### config.mk
export PLATFORM = sky130hd
export DESIGN_NAME = uop_sequencer
export DESIGN_NICKNAME = d
export VERILOG_FILES = /design/src/rtl/uop_pkg.sv /design/src/rtl/uop_rom.sv /design/src/rtl/uop_sequencer.sv
export SDC_FILE = /design/constraint.sdc
export NUM_CORES = 1
export LEC_CHECK = 0
export ABC_AREA = 1
export CAP_MARGIN = 10
export CORE_ASPECT_RATIO = 1.1
export CORE_UTILIZATION = 40
export CTS_BUF_LIST = sky130_fd_sc_hd__clkbuf_8
export DETAILED_ROUTE_END_ITERATION = 8
export MAX_ROUTING_LAYER = met4
export PLACE_DENSITY = 0.67
export SYNTH_ARGS = -nofsm -noshare
export SYNTH_HDL_FRONTEND = slang
export SYNTH_SLANG_ARGS = --single-unit
### constraint.sdc
create_clock -name clk -period 2 [get_ports clk]
set_input_delay 0.6 -clock clk [delete_from_list [all_inputs] [get_ports clk]]
set_output_delay 0.6 -clock clk [all_outputs]
set_load 0.01 [all_outputs]
### src/rtl/uop_pkg.sv
// uop_pkg: shared types, opcodes and sizes for the micro-op sequencer and its table.
package uop_pkg;
  localparam int OP_W = 8;
  localparam int UOP_W = 32;
  localparam int UOP_MAX = 4;
  localparam int UOP_IDX_W = 2;
  localparam logic [OP_W-1:0] OP_I2B = 8'h91;
  localparam logic [OP_W-1:0] OP_RMW = 8'hA0;
  typedef enum logic [1:0] {IDLE, LOOKUP, SEND} state_t;
  typedef struct packed {
    logic valid;
    logic last;
    logic pass;
    logic [OP_W-1:0] out_op;
    logic [UOP_W-OP_W-1:0] imm;
  } uop_entry_t;
endpackage

### src/rtl/uop_rom.sv
// uop_rom: combinational micro-op table indexed by (opcode, uop index).
module uop_rom
  import uop_pkg::*;
(
  input  logic [OP_W-1:0]      opcode,
  input  logic [UOP_IDX_W-1:0] index,
  output uop_entry_t           entry
);
  always_comb begin
    case ({opcode, index})
      {OP_I2B, 2'd0}: entry = '{valid: 1'b1, last: 1'b1, pass: 1'b0, out_op: 8'h92, imm: 24'h0104E0};
      {OP_RMW, 2'd0}: entry = '{valid: 1'b1, last: 1'b0, pass: 1'b1, out_op: 8'hA1, imm: 24'h0};
      {OP_RMW, 2'd1}: entry = '{valid: 1'b1, last: 1'b0, pass: 1'b1, out_op: 8'hA2, imm: 24'h0};
      {OP_RMW, 2'd2}: entry = '{valid: 1'b1, last: 1'b1, pass: 1'b0, out_op: 8'hA3, imm: 24'h000010};
      default:        entry = '0;
    endcase
  end
endmodule

### src/rtl/uop_sequencer.sv
// uop_sequencer: expands a latched macro instruction into table-driven micro-ops,
// issuing one per memory handshake with flush, done and unknown-opcode error.
module uop_sequencer
  import uop_pkg::*;
#(
  parameter int BYTE      = OP_W,
  parameter int WIDTH_IN  = UOP_W,
  parameter int WIDTH_OUT = UOP_W,
  parameter int MAX_UOPS  = UOP_MAX,
  parameter int IDX_W     = UOP_IDX_W
) (
  input  logic                 clk,
  input  logic                 reset,
  input  logic                 start,
  output logic                 ready,
  input  logic [WIDTH_IN-1:0]  instruction_in,
  input  logic                 flush,
  output logic [WIDTH_OUT-1:0] instruction_out,
  output logic                 start_for_memory,
  input  logic                 ready_for_memory,
  output logic [IDX_W-1:0]     uop_index,
  output logic                 done,
  output logic                 error
);
  state_t state, state_n;
  logic [WIDTH_IN-1:0] latched;
  logic last;
  uop_entry_t entry;
  logic [WIDTH_OUT-1:0] uop_word;
  logic ready_n, sfm_n, done_n, error_n;
  uop_rom u_rom (
    .opcode(latched[WIDTH_IN-1 -: BYTE]),
    .index (uop_index),
    .entry (entry)
  );
  assign uop_word = {entry.out_op, entry.pass ? latched[WIDTH_IN-BYTE-1:0] : entry.imm};
  always_ff @(posedge clk or negedge reset) begin
    if (!reset) begin
      state            <= IDLE;
      ready            <= 1'b1;
      instruction_out  <= '0;
      start_for_memory <= 1'b0;
      uop_index        <= '0;
      done             <= 1'b0;
      error            <= 1'b0;
      latched          <= '0;
      last             <= 1'b0;
    end else begin
      state            <= state_n;
      ready            <= ready_n;
      start_for_memory <= sfm_n;
      done             <= done_n;
      error            <= error_n;
      if (state == IDLE && start) begin
        latched   <= instruction_in;
        uop_index <= '0;
      end
      if (state == LOOKUP && entry.valid && !flush) begin
        instruction_out <= uop_word;
        last            <= entry.last || uop_index == IDX_W'(MAX_UOPS-1);
      end
      // last is forced at the final slot, so the increment can never wrap
      if (state == SEND && ready_for_memory && !last && !flush)
        uop_index <= uop_index + 1'b1;
    end
  end
  always_comb begin
    state_n = flush && state != IDLE ? IDLE :
              state == IDLE          ? (start ? LOOKUP : IDLE) :
              state == LOOKUP        ? (entry.valid ? SEND : IDLE) :
              ready_for_memory       ? (last ? IDLE : LOOKUP) : SEND;
  end
  always_comb begin
    ready_n = state_n == IDLE;
    sfm_n   = state_n == SEND;
    done_n  = state == SEND && ready_for_memory && last && !flush;
    error_n = state == LOOKUP && !entry.valid && !flush;
  end
endmodule

==> run_results.csv <==
group,metric,value,unit
sta,rsz0062_at_grt,"no",
global_route,grt_overflow_total,0,
die,die_area,7830,um2
placed_design,dpl-instance-area,3790,um2
routing,wl,6.20,mm
power_and_ir_drop,peakVddDrop,0.000341,V
setup_path,path_class,"reg -> out",
synth,synth_most_common_cell,"nand2_1",
global_route,grt_pass1_vias,2241,
finish,final_area,3990,um2
sta,max_freq,0.516,GHz
die,fp.dieW,84.5,um
finish,finalNonFillerCells,512,
synth,syn_inst,349,
synth,yosys.area.top_type,"dfrtp_1",
routing,ant_nets,0,
sta,finalHoldViolCount,0,
sta,fin_ws,0.0612,ns
power_and_ir_drop,power,0.00329,W
placed_design,gpl.final_weighted_congestion,0.830,
sta,period_share,96.9,%
die,die_h,92.7,um
routing,routed_via_density,4.57,
setup_path,r2r-end,"instruction_out[5]",
run_status,violations,"design-rule violations",
synth,synth_edf_count,0,
cts,h-tree-depth,3,
cts,cts_resized,0,
cts,path_clk_slew,0.07,ns
sta,slew_viol_final,0,
setup_path,critPathArrivalTime,1.34,ns
global_route,grt_max_degree,39,
cts,cts_sinks,70,
hold_path,hold_path_class,"in -> async",
cts,cts-hold-fix-buffers,0,
routing,wl_per_cell,12.1,um
power_and_ir_drop,p_int,0.00240,W
power_and_ir_drop,switching_share,27.1,%
synth,synthTopCellsByCount,"nand2_1, dfrtp_1, inv_1, nor2_1, o21ai_1",
setup_path,cp-end-kind,"output pin",
routing,firstDrtPassIters,6,
run_status,status,"complete, but fails checks",
finish,syn_to_final_growth,33.5,%
sta,fin_tns_setup,0,ns
cts,cts_tree,"done",
finish,final_net_count,463,
synth,ys.flop_type,"dfrtp_1",
global_route,grt_usage,17.9,%
cts,cts_made_buffers,9,
synth,ys_ff_latch,70,
placed_design,hpwl,4.37,mm
routing,drt-initial-drc-count,107,
power_and_ir_drop,p_leak,1.96,nW
power_and_ir_drop,combPwrFrac,15.0,%
setup_path,crit_fanout,6,
cts,ctsLongestPathBuffers,2,
setup_path,slowest_stage,"clkdlybuf4s50_1",
synth,synthesis.area,2990,um2
cts,clock_tree.root_cell,"clkbuf_8",
placed_design,post-place-ws,0.0890,ns
synth,yosysUniqueCellTypes,26,
finish,antennaDiodeCount,0,
setup_path,critPathMaxStageDelay,0.57,ns
routing,route.vias.total,2339,
cts,insertion_delay,0.33,ns
power_and_ir_drop,p_clk_share,34.3,%
sta,fin_crit,1.94,ns
setup_path,cp_num_buf_inv,1,
setup_path,worstPathCellList,"clkdlybuf4s50_1",
setup_path,r2r_slack,0.26,ns
synth,avgSynthCellArea,8.57,um2
global_route,antenna_found_initial,0,
cts,post-cts-setup-buffer-count,0,
die,num_io_pins,75,
synth,ys_seq_area_share,58.6,%
routing,drc,4,
flow_run,maxCapViolCount,0,
setup_path,crit_family,"buffers and inverters",
synth,async_flop_share,100,%
sta,finalClockSkew,0.00894,ns
power_and_ir_drop,seqPwrFrac,50.7,%
setup_path,r2r-start,"uop_index[0]",
power_and_ir_drop,powerDensity,823,nW/um2
setup_path,r2r_cells,10,
placed_design,io_buffers,71,
sta,setup_viol,0,
die,core-area,7130,um2
synth,synth_top_cell_area_share,57.7,%
synth,synth_area_leaders,"dfrtp_1, nand2_1, o21ai_1",
placed_design,place_inst,496,
global_route,grt_pass1_wl,10.4,mm
power_and_ir_drop,p_sw,0.000891,W
setup_path,cp-start-kind,"register",
finish,drive_above_1_share,9.60,%
die,initial_core_util,42.0,%
synth,ys_warn_count,0,
die,num_rows,32,
setup_path,cp.required,1.40,ns
==> how the worst max path moves through the flow <==
stage	slack (ns)	depth (start not counted)	to	from
final	0.06	1	uop_index[0]	uop_index[0]
after global routing	0.007	1	uop_index[0]	uop_index[0]
after detailed placement	0.09	8	instruction_out[7]	flush
after CTS	0.003	1	ready	ready
after floorplan	0.37	11	instruction_out[15]	uop_index[0]
after global placement	0.13	7	instruction_out[31]	flush
==> metrics by stage <==
step	utilization [%]	hold slack, ns
finish	56.0	0.224
global route	56.0	0.248
CTS	56.0	0.229
detailed placement	53.2	0.459
global placement	53.2	0.455
floorplan	-	0.304
==> registers in the layout, indices dropped and copies added, names as in the netlist <==
register,flops
latched,32
instruction_out,29
state,2
uop_index,2
done,1
error,1
last,1
ready,1
start_for_memory,1
==> kinds of logic after synthesis <==
group | synth area share, %
fa+ha+maj | 1.67
flops | 58.6
simple gates | 27.2
other cells | 0.125
buf+inv | 6.31
compound gates | 6.11
==> layout make-up <==
class / instances / area [um2]
Multi-Input combinational cell: 241 / 1060
Clock inverter: 7 / 73.8
Timing Repair Buffer: 77 / 793
Inverter: 23 / 86.3
Tap cell: 85 / 106
Clock buffer: 9 / 124
Fill cell: 673 / 3130
Sequential cell: 70 / 1750
==> power groups by stage <==
| stage | Clock, W | Sequential (W) | Combinational (W) |
|---|---|---|---|
| finish | 0.00113 | 0.00167 | 0.000493 |
| global route | 0.00122 | 0.00169 | 0.000556 |
| CTS | 0.00115 | 0.00167 | 0.000504 |
| detailed placement | 0 | 0.00169 | 0.000501 |
| global placement | 0 | 0.00169 | 0.000488 |
| floorplan | 0 | 0.00169 | 0.000232 |
==> placed cells by master, fill, tap and decap left out, drive strengths merged <==
master / Yosys / final
nor2: 29 / 29
clkbuf: 4 / 9
or2: 1 / 1
dfrtp: 69 / 69
clkdlybuf4s50: 0 / 69
bufinv: 0 / 1
o21ai: 28 / 28
a21oi: 3 / 3
ha: 4 / 4
o21bai: 1 / 1
dlymetal6s2s: 0 / 1
nand3: 9 / 9
conb: 1 / 3
nor3: 1 / 1
and2: 1 / 1
o211ai: 1 / 1
nor4: 1 / 1
buf: 13 / 7
clkinv: 0 / 4
nand2: 159 / 159
clkinvlp: 0 / 1
inv: 23 / 24
dfstp: 1 / 1
==> per-layer routing <==
metal | track usage, % | vias to the layer above | share of wire (%)
met1 | 21.9 | 1072 | 45
met2 | 28.8 | 52 | 50
met4 | 6.92 | 0 | 1.7
met3 | 4.28 | 8 | 3.6
met5 | - | - | 0
li1 | - | 1207 | -
==> worst register-to-register path: cells and delay by family, from the launching register on <==
kind,cells,cell delay [ns]
fa+ha+maj,1,0.24
buf+inv,2,0.33
flops,1,0.44
simple gates,7,0.67
Power figures use the tool's default switching activity.
